===== config.mk =====
export PLATFORM = sky130hd
export DESIGN_NAME = som_train_ctrl
export DESIGN_NICKNAME = d
export VERILOG_FILES = /design/src/rtl/som_pkg.sv /design/src/rtl/som_nbr_sweep.sv /design/src/rtl/som_train_ctrl.sv
export SDC_FILE = /design/constraint.sdc
export NUM_CORES = 1
export LEC_CHECK = 0
export ABC_AREA = 1
export CAP_MARGIN = 20
export CORE_ASPECT_RATIO = 1.5
export CORE_MARGIN = 5
export CORE_UTILIZATION = 45
export DETAILED_ROUTE_END_ITERATION = 8
export PLACE_DENSITY = 0.8
export SLEW_MARGIN = 20
export SYNTH_ARGS = -nofsm -noshare
export SYNTH_HDL_FRONTEND = slang
export SYNTH_SLANG_ARGS = --single-unit

===== constraint.sdc =====
create_clock -name clk -period 3.3 [get_ports clk]
set_input_delay 0.66 -clock clk [delete_from_list [all_inputs] [get_ports clk]]
set_output_delay 0.66 -clock clk [all_outputs]
set_load 0.01 [all_outputs]

===== src/rtl/som_pkg.sv =====
// Shared types and constants for the SOM training controller.
// Neighbourhood bounds honour SOM_TORUS_WRAP_EN (toroidal wrap) when defined.
package som_pkg;

    localparam int GRID_DIM = 8;
    localparam int COORD_W  = 3;
    localparam int VEC_W    = 24;
    localparam int DIST_W   = 11;
    localparam int SHIFT_W  = 3;

    typedef enum logic [2:0] {
        S_IDLE,
        S_LOAD,
        S_SEARCH,
        S_UPDATE,
        S_NEXT,
        S_DONE
    } state_t;

    typedef logic signed [3:0] off_t;

    // Lowest offset visited along one axis; planar bounds clip to the grid so
    // out-of-grid cells are never visited at all.
    function automatic off_t sweep_lo(input logic [COORD_W-1:0] c, input logic [2:0] r);
        logic [2:0] m;
`ifdef SOM_TORUS_WRAP_EN
        m = (r > 3'd3) ? 3'd3 : r;
`else
        m = (r < c) ? r : c;
`endif
        return -off_t'({1'b0, m});
    endfunction

    function automatic off_t sweep_hi(input logic [COORD_W-1:0] c, input logic [2:0] r);
        logic [2:0] m;
`ifdef SOM_TORUS_WRAP_EN
        m = (r > 3'd3) ? 3'd3 : r;
`else
        m = (r < (3'd7 - c)) ? r : (3'd7 - c);
`endif
        return off_t'({1'b0, m});
    endfunction

endpackage


===== src/rtl/som_nbr_sweep.sv =====
// Row-major neighbourhood sweep around a latched BMU, producing one cell per advance.
// Planar or toroidal behaviour follows SOM_TORUS_WRAP_EN through the som_pkg bound helpers.
module som_nbr_sweep
    import som_pkg::*;
(
    input  logic               clk,
    input  logic               rst,
    input  logic               load,
    input  logic [COORD_W-1:0] ld_x,
    input  logic [COORD_W-1:0] ld_y,
    input  logic [2:0]         radius,
    input  logic [SHIFT_W-1:0] ep_shift,
    input  logic               advance,
    output logic [COORD_W-1:0] x,
    output logic [COORD_W-1:0] y,
    output logic [SHIFT_W-1:0] shift,
    output logic               last
);

    logic [COORD_W-1:0] cx, cy;
    off_t               dx, dy;
    off_t               x_lo, x_hi, y_hi;
    logic [2:0]         adx, ady, cheb;
    logic [3:0]         sum;

    assign x_lo = sweep_lo(cx, radius);
    assign x_hi = sweep_hi(cx, radius);
    assign y_hi = sweep_hi(cy, radius);

    always_ff @(posedge clk) begin
        if (rst) begin
            cx <= '0;
            cy <= '0;
            dx <= '0;
            dy <= '0;
        end else if (load) begin
            cx <= ld_x;
            cy <= ld_y;
            dx <= sweep_lo(ld_x, radius);
            dy <= sweep_lo(ld_y, radius);
        end else if (advance) begin
            if (dx == x_hi) begin
                dx <= x_lo;
                dy <= dy + 4'sd1;
            end else begin
                dx <= dx + 4'sd1;
            end
        end
    end

    // Coordinates wrap modulo 8 naturally; planar bounds keep them in-grid.
    always_comb begin
        adx   = dx[3] ? 3'(-dx) : dx[2:0];
        ady   = dy[3] ? 3'(-dy) : dy[2:0];
        cheb  = (adx > ady) ? adx : ady;
        sum   = {1'b0, ep_shift} + {1'b0, cheb};
        shift = sum[3] ? 3'd7 : sum[2:0];
        x     = cx + dx[2:0];
        y     = cy + dy[2:0];
        last  = (dx == x_hi) && (dy == y_hi);
    end

endmodule


===== src/rtl/som_train_ctrl.sv =====
// SOM training sequencer: sample load, VEP search, BMU neighbourhood update, epoch/radius/rate decay.
// Define SOM_TORUS_WRAP_EN for a toroidal neighbourhood (handled in som_nbr_sweep).
module som_train_ctrl
    import som_pkg::*;
#(
    parameter int SAMPLES_PER_EPOCH = 16,
    parameter int NUM_EPOCHS        = 8,
    parameter int R_INIT            = 3,
    parameter int SH_INIT           = 1,
    parameter int SH_MAX            = 6
) (
    input  logic               clk,
    input  logic               rst,
    input  logic               start,
    output logic               busy,
    output logic               done,
    input  logic               in_valid,
    output logic               in_ready,
    input  logic [VEC_W-1:0]   in_vec,
    output logic               vep_start,
    output logic [VEC_W-1:0]   vep_vec,
    input  logic               vep_done,
    input  logic [COORD_W-1:0] X_c,
    input  logic [COORD_W-1:0] Y_c,
    input  logic [VEC_W-1:0]   weight_c,
    output logic [COORD_W-1:0] bmu_x,
    output logic [COORD_W-1:0] bmu_y,
    output logic               upd_valid,
    input  logic               upd_ready,
    output logic [COORD_W-1:0] upd_x,
    output logic [COORD_W-1:0] upd_y,
    output logic [SHIFT_W-1:0] upd_shift,
    output logic [2:0]         epoch
);

    state_t             state, next_state;
    logic [15:0]        sample_cnt;
    logic [3:0]         epoch_cnt;
    logic [2:0]         radius;
    logic [SHIFT_W-1:0] ep_shift;
    logic               epoch_wrap, sweep_load, advance;
    logic [COORD_W-1:0] sw_x, sw_y;
    logic [SHIFT_W-1:0] sw_shift;
    logic               sw_last;
    logic               unused_weight;

    // The BMU weight is not needed for sequencing.
    assign unused_weight = ^weight_c;

    assign epoch_wrap = (sample_cnt == 16'(SAMPLES_PER_EPOCH - 1));
    assign advance    = upd_valid & upd_ready;
    assign epoch      = epoch_cnt[2:0];

    always_ff @(posedge clk) begin
        if (rst) begin
            state      <= S_IDLE;
            radius     <= 3'(R_INIT);
            ep_shift   <= SHIFT_W'(SH_INIT);
            sample_cnt <= '0;
            epoch_cnt  <= '0;
            vep_vec    <= '0;
            vep_start  <= 1'b0;
            bmu_x      <= '0;
            bmu_y      <= '0;
        end else begin
            state     <= next_state;
            vep_start <= (state == S_LOAD) && in_valid;
            case (state)
                S_IDLE: if (start) begin
                    radius     <= 3'(R_INIT);
                    ep_shift   <= SHIFT_W'(SH_INIT);
                    sample_cnt <= '0;
                    epoch_cnt  <= '0;
                end
                S_LOAD:   if (in_valid) vep_vec <= in_vec;
                S_SEARCH: if (vep_done) begin
                    bmu_x <= X_c;
                    bmu_y <= Y_c;
                end
                S_NEXT: if (epoch_wrap) begin
                    sample_cnt <= '0;
                    epoch_cnt  <= epoch_cnt + 4'd1;
                    radius     <= (radius == 3'd0) ? 3'd0 : radius - 3'd1;
                    ep_shift   <= (ep_shift >= SHIFT_W'(SH_MAX)) ? SHIFT_W'(SH_MAX) : ep_shift + 3'd1;
                end else begin
                    sample_cnt <= sample_cnt + 16'd1;
                end
                default: ;
            endcase
        end
    end

    always_comb begin
        next_state = state;
        busy       = (state != S_IDLE);
        done       = (state == S_DONE);
        in_ready   = 1'b0;
        upd_valid  = 1'b0;
        sweep_load = 1'b0;
        case (state)
            S_IDLE:   if (start) next_state = S_LOAD;
            S_LOAD: begin
                in_ready = 1'b1;
                if (in_valid) next_state = S_SEARCH;
            end
            S_SEARCH: if (vep_done) begin
                sweep_load = 1'b1;
                next_state = S_UPDATE;
            end
            S_UPDATE: begin
                upd_valid = 1'b1;
                if (upd_ready && sw_last) next_state = S_NEXT;
            end
            S_NEXT: next_state = (epoch_wrap && epoch_cnt == 4'(NUM_EPOCHS - 1)) ? S_DONE : S_LOAD;
            S_DONE: next_state = S_IDLE;
            default: next_state = S_IDLE;
        endcase
    end

    assign upd_x     = upd_valid ? sw_x : '0;
    assign upd_y     = upd_valid ? sw_y : '0;
    assign upd_shift = upd_valid ? sw_shift : '0;

    som_nbr_sweep u_sweep (
        .clk      (clk),
        .rst      (rst),
        .load     (sweep_load),
        .ld_x     (X_c),
        .ld_y     (Y_c),
        .radius   (radius),
        .ep_shift (ep_shift),
        .advance  (advance),
        .x        (sw_x),
        .y        (sw_y),
        .shift    (sw_shift),
        .last     (sw_last)
    );

endmodule


==> reports/qor.yml, run 1 <==
status:
  status: "finished with violations"
  violations: "negative setup slack"
worst_hold_path:
  whs_path_depth: 2
  whs_endpoint: "sample_cnt[15]$_SDFFE_PP0P_"
  hold_start: "sample_cnt[15]$_SDFFE_PP0P_"
  hp-class: "register to register"
die:
  die_w_um: 89.3
  die-area_sq_um: 11500
  ios: 107
  die_h_um: 129
  rows: 43
  coreArea_sq_um: 9250
  start_util_pct: 45.9
yosys:
  ys_ff_latch: 68
  syn-num-nets: 710
  yosysMostFrequentCell: "nand2_1"
  synthTopCellsByCount: "nand2_1, nor2_1, inv_1"
  ys.flop_type: "dfxtp_1"
  syn_avg_cell_area_sq_um: 6.92
  post_synth_num_cell_types: 39
  netlist_instances: 614
  synth_top_area_share_pct: 32.1
  yosys-top-cells-area: "dfxtp_1, ha_1, nand2_1, o21ai_0, nor2_1"
  yosysTopAreaCell: "dfxtp_1"
  synth.cell_area_sq_um: 4250
  synth-edff-count: 0
  ys_seq_area_share_pct: 32.1
  synth_warnings: 0
  async_flop_share_pct: 0
clocking:
  cts_tree: "done"
  clockBufferDepth: 2
  clk_pin_slew_ns: 0.05
  cts.sinks: 68
  insertion_delay_ns: 0.33
  cts_made_buffers: 9
  h-tree-depth: 3
  cts-root-buf: "clkbuf_16"
  postCtsHoldBufs: 0
detailed_routing:
  via_count: 4453
  drc: 0
  routed_via_density: 5.33
  drt_wl_total_mm: 11.9
  dr.pass1.iters: 5
  first_iter_violations: 199
  drt.antenna.violating_nets: 0
  avgRoutedWirePerCell_um: 14.2
place:
  place_ws_ns: -0.591
  hpwlAfterDp_mm: 8.87
  dp.cells: 814
  gp_congestion: 0.843
  io_buffers: 82
  dpl_cell_area_sq_um: 5330
finish:
  area_growth_pct: 34.8
  nNetsFinal: 816
  multi_input_area_sq_um: 2580
  finalInstanceArea_sq_um: 5730
  seqCellArea_sq_um: 1370
  final_cells: 836
  nFillCells: 851
  diodes: 0
  drive_gt1_share_pct: 13.7
setup_path:
  critPathKind: "register to output pin"
  worstSetupStartpointType: "register"
  cp-end-kind: "output pin"
  r2r-end: "u_sweep.dx[1]$_SDFFE_PP0P_"
  worst-r2r-setup-slack_ns: 0.80
  reg2reg_from: "radius[2]$_SDFFE_PP0P_"
  cp.required_ns: 2.64
  critPathMaxFanout: 6
  worst_ep_arrival_time_ns: 3.13
  r2r_cells: 8
timing:
  max_freq_mhz: 264
  period_minus_slack_ns: 3.79
  relSlewSlack_pct: 57.5
  fin_crit_sh_pct: 115
  worst_slack_ns: -0.487
  setup_viol: 3
  skew_ns: 0.00535
  rsz0062_at_grt: "true"
  worst_pin_slew_ns: 0.636
  hold_viol_final: 0
  slew_violations: 0
global_route:
  grt_pass1_vias: 4468
  grt.overflow.total: 0
  grt_pass1_wl_mm: 19.5
  track_usage_pct: 21.5
  grt_max_degree: 27
  antenna_found_initial: 0
power:
  p_int_w: 0.00219
  power_density_nw_per_um2: 630
  cellLeakagePower_nw: 2.53
  p_sw_share_pct: 39.1
  p_clk_share_pct: 24.8
  seq_power_share_pct: 30.3
  net-switching-power_w: 0.00141
  comb_power_share_pct: 44.9
  power_w: 0.00361
  ir_drop_mv: 0.402
job:
  max_cap_viol_count: 0
-- registers in the layout, indices dropped and copies added (netlist names) --
register and flops:
bmu_y 3, vep_vec 24, sample_cnt 16, radius 3, bmu_x 3, epoch_cnt 4, ep_shift 3, u_sweep.dx 4
vep_start 1, state 3, u_sweep.dy 4
-- kinds of logic (layout without fill, tap and decap cells) --
group                      after synthesis  after routing  synth area share (%)
buffers and inverters                  100            210                  9.63
DFF                                     68             68                  32.1
adders and majority gates               36             36                  11.1
AOI/OAI and AO/OA                      147            147                  19.1
and+or+nand+nor                        251            251                  25.6
xor gates and xnor gates                12             12                  2.47
-- placed cells by master (no fill, tap or decap), types with 3 or more instances in the layout --
cell type | netlist | layout
nand2_1 | 105 | 102
xnor2_1 | 4 | 3
inv_1 | 75 | 70
dfxtp_1 | 68 | 64
buf_4 | 6 | 34
o21ai_1 | 5 | 7
a211oi_1 | 3 | 3
nor2_4 | 3 | 3
nand3_1 | 26 | 26
inv_2 | 4 | 8
nor3_1 | 11 | 11
o21ai_0 | 68 | 64
nand4_1 | 4 | 4
a221oi_1 | 4 | 4
nor2_1 | 87 | 87
ha_1 | 33 | 30
xor2_1 | 8 | 7
nand3_2 | 4 | 4
buf_2 | 3 | 3
o211ai_1 | 5 | 5
clkdlybuf4s50_1 | 0 | 79
o21ai_2 | 2 | 4
clkbuf_16 | 0 | 9
a21oi_1 | 49 | 46
a21oi_2 | 1 | 4
nand2_2 | 1 | 4
nor2_2 | 4 | 4
-- power by group through the flow --
stage,registers (W),clock network [W],logic (W)
2_1_floorplan,0.00112,0,0.000926
3_3_place_gp,0.00109,0,0.00147
3_5_place_dp,0.00110,0,0.00153
4_1_cts,0.00109,0.000906,0.00160
5_1_grt,0.00111,0.000945,0.00181
6_report,0.00109,0.000893,0.00162
-- through the flow --
step	utilization, %	TNS (ns)	hold WS, ns
after floorplan	-	-0.00182	0.444
after global placement	57.6	-1.46	0.452
after detailed placement	57.6	-1.76	0.465
after CTS	61.5	-1.27	0.473
after global routing	61.9	-1.87	0.520
final	61.9	-1.41	0.471
-- critical path, stage by stage (launching register included) --
cell and delay (ns):
dfxtp_4 0.36, inv_4 0.04, ha_4 0.14, or2_4 0.25, xor2_4 0.15, inv_2 0.06, ha_4 0.28, nand2_2 0.05
o21ai_2 0.15, nand2_2 0.11, nand2_1 0.09, o21ai_1 0.07, ha_1 0.32, a21o_1 0.20, a31oi_4 0.18, inv_2 0.07
o21ai_1 0.11, inv_1 0.05, buf_2 0.13
-- area by class of cell --
type                    instances  share of cell area (%)
repair buffers                116                    18.5
multi-input cells             446                    45.0
flip-flops and latches         68                    24.0
clock inverters                 4                   0.437
well taps                     112                    2.45
clock buffers                  11                    4.41
inverters                      79                    5.22
-- worst max-delay path by stage --
stage | from | end | cells after the start
2_1_floorplan | u_sweep.dx[1]$_SDFFE_PP0P_ | upd_shift[1] | 17
3_3_place_gp | u_sweep.dy[0]$_SDFFE_PP0P_ | upd_shift[2] | 17
3_5_place_dp | u_sweep.dy[0]$_SDFFE_PP0P_ | upd_shift[2] | 17
4_1_cts | u_sweep.dx[0]$_SDFFE_PP0P_ | upd_shift[0] | 18
5_1_grt | u_sweep.dx[1]$_SDFFE_PP0P_ | upd_shift[1] | 18
6_report | u_sweep.dx[1]$_SDFFE_PP0P_ | upd_shift[1] | 18
-- metal layers --
metal  up-vias  GRT usage (%)  routed length [um]  share of wire, %
met2       136           40.4                6370                54
met5         -              0                   0                 0
met4         0           10.4                 367               3.1
met1      2076           21.1                4470                38
met3        30           5.32                 675               5.7
li1       2211              -                   -                 -
-- what timing repair did --
item / in CTS / in global routing
endpoints found under the setup margin: 3 / 3
pin swaps: 13 / 9
gates cloned: 0 / 0
resized for setup: 27 / 5
hold endpoints to repair: 0 / 0
buffers inserted: 6 / 1
No activity file was read; power rests on OpenSTA's default activity.
==> run 2: changes to the inputs <==
--- a/config.mk
+++ b/config.mk
@@ -12,6 +12,7 @@
 export CORE_UTILIZATION = 45
 export DETAILED_ROUTE_END_ITERATION = 8
 export PLACE_DENSITY = 0.8
+export SKIP_LAST_GASP = 1
 export SLEW_MARGIN = 20
 export SYNTH_ARGS = -nofsm -noshare
 export SYNTH_HDL_FRONTEND = slang
==> run 2 against run 1 <==
The flow still finishes with violations (negative setup slack). Worst setup slack worse by 0.0075 ns. Global-route usage about the same. Sequential power about the same. Power is essentially flat. Flip-flop and latch count did not move. Cell count stayed put. Via count fell by 0.36%. Critical endpoint unchanged. Sequential share of layout area unchanged. Cell area is the same. Non-clock buffer count unchanged.
==> reports/qor.yml, run 2 (same netlist as run 1, synthesis figures left out) <==
status:
  status: "finished with violations"
  violations: "negative setup slack"
timing:
  worst_pin_slew_ns: 0.632  # -0.00417 ns
  slew_violations: 0  # unchanged
  fin_crit_sh_pct: 115  # +0.23 points
  period_minus_slack_ns: 3.79  # +0.00748 ns
  rsz0062_at_grt: "true"
  whs_ns: 0.473  # +0.00212 ns
  worst_slack_ns: -0.494  # -0.00748 ns
  setup_viol: 3  # unchanged
  fin_tns_setup_ns: -1.43  # -0.0206 ns
  skew_ns: 0.00526  # -0.0000936 ns
  hold_viol_final: 0  # unchanged
  relSlewSlack_pct: 57.8  # +0.28 points
  max_freq_mhz: 264  # -0.20%
power:
  comb_power_share_pct: 44.9  # about the same
  net-switching-power_w: 0.00141  # -0.17%
  seq_power_share_pct: 30.4  # about the same
  p_int_w: 0.00219  # about the same
  p_clk_share_pct: 24.8  # about the same
  ir_drop_mv: 0.402  # about the same
  cellLeakagePower_nw: 2.53  # about the same
  power_density_nw_per_um2: 629  # about the same
  p_sw_share_pct: 39.1  # -0.040 points
finish:
  nFillCells: 851  # unchanged
  area_growth_pct: 34.8  # unchanged
  nNetsFinal: 816  # unchanged
  diodes: 0  # unchanged
  top_register: "vep_vec"
  final_common_cell: "nand2_1"
  seqCellArea_sq_um: 1370  # unchanged
  multi_input_area_sq_um: 2580  # unchanged
  drive_gt1_share_pct: 13.7  # unchanged
  layout_common_cells: "nand2_1, nor2_1, clkdlybuf4s50_1"
  largest_register_ffs: 24  # unchanged
  reg.largest.list: "vep_vec: 24 flops, sample_cnt: 16 flops"
  final_cells: 836  # unchanged
  finalInstanceArea_sq_um: 5730  # unchanged
setup_path:
  critPathMaxFanout: 6  # unchanged
  cp-end-kind: "output pin"
  slowest_stage: "dfxtp_4"
  crit_chain: "inv_4, ha_4, or2_4, xor2_4, inv_2, ha_4, nand2_2, o21ai_2, nand2_2, nand2_1, o21ai_1, ha_1, a21o_1, a31oi_4, inv_2, o21ai_1, inv_1, buf_2"
  worst_ep_arrival_time_ns: 3.13  # about the same
  worstSetupStartpointType: "register"
  crit_family: "adder cells"
  cp.required_ns: 2.64  # about the same
  critPathKind: "register to output pin"
  crit_buf_inv: 5  # unchanged
  worst-r2r-setup-slack_ns: 0.81  # about the same
  crit_path_max_incr_delay_ns: 0.36  # about the same
die:
  die-area_sq_um: 11500  # unchanged
  die_h_um: 129  # unchanged
  coreArea_sq_um: 9250  # unchanged
  ios: 107  # unchanged
  rows: 43  # unchanged
  start_util_pct: 45.9  # unchanged
  die_w_um: 89.3  # unchanged
clocking:
  cts.sinks: 68  # unchanged
  h-tree-depth: 3  # unchanged
  cts-root-buf: "clkbuf_16"
  cts_made_buffers: 9  # unchanged
  clockBufferDepth: 2  # unchanged
  clk_pin_slew_ns: 0.05  # about the same
  cts_tree: "done"
  insertion_delay_ns: 0.34  # about the same
detailed_routing:
  avgRoutedWirePerCell_um: 14.2  # -0.22%
  dr.pass1.iters: 5  # unchanged
  first_iter_violations: 199  # unchanged
  via_count: 4437  # -0.36%
  drt_wl_total_mm: 11.9  # -0.22%
  routed_via_density: 5.31  # -0.36%
  drt.antenna.violating_nets: 0  # unchanged
  drc: 0  # unchanged
worst_hold_path:
  hp-class: "register to register"
place:
  gp_congestion: 0.843  # unchanged
  hpwlAfterDp_mm: 8.87  # unchanged
  dpl_cell_area_sq_um: 5330  # unchanged
  place_ws_ns: -0.591  # unchanged
  io_buffers: 82  # unchanged
  dp.cells: 814  # unchanged
global_route:
  grt_pass1_wl_mm: 19.6  # +0.11%
  grt_pass1_vias: 4457  # -0.25%
  grt_max_degree: 27  # unchanged
  antenna_found_initial: 0  # unchanged
  track_usage_pct: 21.5  # about the same
  grt.overflow.total: 0  # unchanged
job:
  max_cap_viol_count: 0  # unchanged
## run 2: cell type report
| type | count | area share [%] |
|---|---|---|
| clock buffer | 11 | 4.41 |
| timing repair buffer | 116 | 18.5 |
| multi-input combinational | 446 | 45.0 |
| tap | 112 | 2.45 |
| sequential | 68 | 24.0 |
| inverter | 79 | 5.22 |
| clock inverter | 4 | 0.437 |
## run 2: power by group through the flow
| stage | combinational (W) | clock, W | sequential [W] |
|---|---|---|---|
| floorplan | 0.000926 | 0 | 0.00112 |
| global placement | 0.00147 | 0 | 0.00109 |
| detailed placement | 0.00153 | 0 | 0.00110 |
| CTS | 0.00160 | 0.000906 | 0.00109 |
| global route | 0.00181 | 0.000945 | 0.00111 |
| finish | 0.00162 | 0.000893 | 0.00109 |
## run 2: per-stage QoR
| stage | util [%] | power [W] |
|---|---|---|
| 2_1_floorplan | - | 0.00205 |
| 3_3_place_gp | 57.6 | 0.00257 |
| 3_5_place_dp | 57.6 | 0.00263 |
| 4_1_cts | 61.5 | 0.00359 |
| 5_1_grt | 61.9 | 0.00386 |
| 6_report | 61.9 | 0.00360 |
## run 2: path summary, 6_finish.rpt
| path | start | end | depth (start not counted) |
|---|---|---|---|
| worst max-delay path | u_sweep.dx[1]$_SDFFE_PP0P_ | upd_shift[1] | 18 |
| worst min-delay path | sample_cnt[15]$_SDFFE_PP0P_ | sample_cnt[15]$_SDFFE_PP0P_ | 2 |
| worst max register to register | radius[2]$_SDFFE_PP0P_ | u_sweep.dy[2]$_SDFFE_PP0P_ | 12 |
| worst min register to register | sample_cnt[15]$_SDFFE_PP0P_ | sample_cnt[15]$_SDFFE_PP0P_ | 2 |
## run 2: timing repair
action,4_1_cts,5_1_grt
hold buffers,0,0
pin swaps,13,10
endpoints found under the setup margin,3,3
gates resized for setup,26,6
setup buffers,6,1
endpoints found under the hold margin,0,0
## run 2: per-layer routing
layer / global-route usage [%] / wire (um) / share of wire [%]
met4: 10.3 / 386 / 3.3
met2: 40.4 / 6380 / 54
met3: 5.12 / 676 / 5.7
met5: 0 / 0 / 0
met1: 21.3 / 4420 / 37
## run 2: worst min-delay path: cells and delay by family (launching register included)
family / cells / cell delay, ns
DFF: 1 / 0.30
and+or+nand+nor: 1 / 0.06
AOI/OAI and AO/OA: 1 / 0.06
==> run 3: changes to the inputs <==
--- a/config.mk
+++ b/config.mk
@@ -5,7 +5,7 @@
 export SDC_FILE = /design/constraint.sdc
 export NUM_CORES = 1
 export LEC_CHECK = 0
-export ABC_AREA = 1
+export ABC_AREA = 0
 export CAP_MARGIN = 20
 export CORE_ASPECT_RATIO = 1.5
 export CORE_MARGIN = 5
==> run 3 against run 2 <==
Routed wire length rose by 3.0%. Largest power group is now clock. Worst setup slack improved by 0.15 ns. Hold slack got worse by 0.019 ns. The run still ends with negative setup slack left. Synthesized cell count fell by 12%. Non-clock buffer count fell by 7. First-iteration DRC count rose by 33%. Critical endpoint unchanged.
==> reports/qor.yml, run 3 <==
yosys:
  yosys-top-cells-area: "dfxtp_1, ha_1, nand2_1, a21oi_1, nor2_1"
  synth_top_area_share_pct: 32.6  # +0.54 points
  synth.cell_area_sq_um: 4180  # -1.6%
  syn-num-nets: 639  # -10%
  ys_ff_latch: 68  # unchanged
  ys.flop_type: "dfxtp_1"
  synthTopCellsByCount: "nand2_1, dfxtp_1, a21oi_1"
  yosysMostFrequentCell: "nand2_1"
  netlist_instances: 543  # -12%
  post_synth_num_cell_types: 51  # +31%
  synth-edff-count: 0  # unchanged
  ys_seq_area_share_pct: 32.6  # +0.54 points
  yosysTopAreaCell: "dfxtp_1"
  syn_avg_cell_area_sq_um: 7.69  # +11%
  synth_warnings: 0  # unchanged
  async_flop_share_pct: 0  # unchanged
power:
  p_clk_share_pct: 40.1  # +15 points
  comb_power_share_pct: 25.5  # -19 points
  cellLeakagePower_nw: 2.29  # -9.5%
  p_int_w: 0.00189  # -14%
  seq_power_share_pct: 34.4  # +4.0 points
  power_density_nw_per_um2: 468  # -26%
  ir_drop_mv: 0.358  # -11%
  net-switching-power_w: 0.000760  # -46%
  p_sw_share_pct: 28.7  # -10 points
finish:
  drive_gt1_share_pct: 12.4  # -1.2 points
  nNetsFinal: 734  # -10%
  finalInstanceArea_sq_um: 5670  # -1.0%
  multi_input_area_sq_um: 2740  # +6.5%
  final_cells: 755  # -9.7%
  finish.utilization_pct: 62.0  # +0.099 points
  top_register: "vep_vec"
  area_growth_pct: 35.7
  layout_common_cells: "nand2_1, clkdlybuf4s50_1, dfxtp_1"
  final_common_cell: "nand2_1"
  nFillCells: 753  # -12%
  seqCellArea_sq_um: 1370  # -0.46%
  diodes: 0  # unchanged
  reg.largest.list: "vep_vec: 24 flops, sample_cnt: 16 flops"
  largest_register_ffs: 24  # unchanged
job:
  max_cap_viol_count: 0  # unchanged
global_route:
  track_usage_pct: 21.8  # +0.31 points
  grtUsageMet2_pct: 39.2  # -1.2 points
  antenna_found_initial: 0  # unchanged
  grt.overflow.total: 0  # unchanged
  gr-usage-met1_pct: 22.9  # +1.6 points
  grt_max_degree: 33  # +22%
  grt_pass1_vias: 4286  # -3.8%
  busiest_layer: "met2"
  grtUsageMet3_pct: 4.31  # -0.82 points
  grt_pass1_wl_mm: 19.6  # about the same
setup_path:
  crit_family: "adder cells"
  crit_path_max_incr_delay_ns: 0.52  # +0.16 ns
  slowest_stage: "fa_2"
  crit_buf_inv: 4  # -1
  crit_chain: "inv_2, ha_4, nand2_2, o21ai_2, ha_1, a21o_1, a21oi_4, o21ai_1, o31a_1, buf_4, fa_2, inv_2, a21oi_2, buf_2"
  worst_ep_arrival_time_ns: 2.98  # -0.15 ns
  critPathKind: "register to output pin"
  worstSetupStartpointType: "register"
  cp-end-kind: "output pin"
  cp_common_cell: "inv_2"
  cp.required_ns: 2.64  # about the same
  critPathMaxFanout: 6  # unchanged
place:
  dpl_cell_area_sq_um: 5180  # -2.7%
  dp.cells: 731  # -10%
  io_buffers: 82  # unchanged
  hpwlAfterDp_mm: 9.02  # +1.7%
  gp_congestion: 0.898  # +6.5%
  place_ws_ns: -0.561  # +0.0299 ns
clocking:
  cts_made_buffers: 9  # unchanged
  cts_tree: "done"
  insertion_delay_ns: 0.34  # about the same
  cts-root-buf: "clkbuf_16"
  clk_pin_slew_ns: 0.06  # about the same
  h-tree-depth: 3  # unchanged
  cts.sinks: 68  # unchanged
  clockBufferDepth: 2  # unchanged
  postCtsHoldBufs: 0  # unchanged
die:
  coreArea_sq_um: 9150  # -1.2%
  die_h_um: 128  # -0.76%
  die_w_um: 88.7  # -0.73%
  die-area_sq_um: 11300  # -1.5%
  rows: 43  # unchanged
  ios: 107  # unchanged
  start_util_pct: 45.7  # -0.23 points
timing:
  worst_slack_ns: -0.343  # +0.151 ns
  period_minus_slack_ns: 3.64  # -0.151 ns
  max_freq_mhz: 274  # +4.2%
  whs_ns: 0.454  # -0.0192 ns
  slew_violations: 0  # unchanged
  rsz0062_at_grt: "true"
  relSlewSlack_pct: 44.5  # -13 points
  worst_pin_slew_ns: 0.830  # +0.197 ns
  fin_crit_sh_pct: 110  # -4.6 points
  skew_ns: 0.00799  # +0.00273 ns
  hold_viol_final: 0  # unchanged
  setup_viol: 3  # unchanged
detailed_routing:
  via_count: 4315  # -2.7%
  drt_wl_total_mm: 12.2  # +3.0%
  drc: 0  # unchanged
  dr.pass1.iters: 5  # unchanged
  first_iter_violations: 264  # +33%
  avgRoutedWirePerCell_um: 16.2  # +14%
  drt.antenna.violating_nets: 0  # unchanged
  routed_via_density: 5.72  # +7.7%
worst_hold_path:
  hp-class: "register to register"
status:
  violations: "negative setup slack"
  status: "finished with violations"
==> run 3: path summary, 6_finish.rpt <==
kind	startpoint	to	slack [ns]	depth (start not counted)
hold reg to reg	vep_vec[1]$_SDFFE_PP0P_	vep_vec[1]$_SDFFE_PP0P_	0.45	2
setup / recovery	u_sweep.dx[1]$_SDFFE_PP0P_	upd_shift[1]	-0.34	14
setup reg to reg	bmu_x[1]$_SDFFE_PP0P_	u_sweep.dy[2]$_SDFFE_PP0P_	0.45	9
hold / removal	vep_vec[1]$_SDFFE_PP0P_	vep_vec[1]$_SDFFE_PP0P_	0.45	2
==> run 3: metrics by stage <==
step,setup TNS (ns),total power (W)
finish,-0.940,0.00265
CTS,-0.836,0.00265
detailed placement,-1.64,0.00152
global placement,-1.21,0.00149
floorplan,0,0.00127
global route,-1.32,0.00277
==> run 3: power groups by stage <==
stage               clock network [W]  logic, W  registers (W)
finish                        0.00106  0.000676       0.000911
CTS                           0.00108  0.000661       0.000909
floorplan                           0  0.000344       0.000926
detailed placement                  0  0.000596       0.000923
global placement                    0  0.000571       0.000918
global route                  0.00112  0.000737       0.000917
==> run 3: what timing repair did <==
action / in CTS / in global routing
buffers inserted: 8 / 0
pin swaps: 14 / 1
endpoints found under the hold margin: 0 / 0
resized for setup: 37 / 2
setup endpoints to repair: 3 / 3
==> run 3: cells by family after synthesis <==
| kind of cell | after synthesis | share of synthesized area, % |
|---|---|---|
| AOI/OAI and AO/OA | 142 | 20.6 |
| buffers and inverters | 46 | 4.46 |
| and+or+nand+nor | 219 | 23.7 |
| xor gates and xnor gates | 21 | 4.58 |
| DFF | 68 | 32.6 |
| adders and majority gates | 36 | 11.3 |
| muxes | 11 | 2.67 |
==> run 3: per-layer routing <==
| metal | vias up | wire (um) |
|---|---|---|
| li1 | 2080 | - |
| met1 | 2032 | 4440 |
| met2 | 160 | 6600 |
| met3 | 43 | 672 |
| met4 | 0 | 498 |
| met5 | - | 0 |
==> run 3: cell type report <==
cell class              count  area share, %
clock buffers              11           4.46
clock inverters             5           1.48
inverters                  21           1.39
multi-input cells         429           48.4
flip-flops and latches     68           24.1
well taps                 112           2.47
repair buffers            109           17.7
==> run 3: worst min-delay path, delay by kind of cell, from the launching register on <==
family / cells / cell delay, ns
flops: 1 / 0.30
simple gates: 1 / 0.05
compound gates: 1 / 0.05
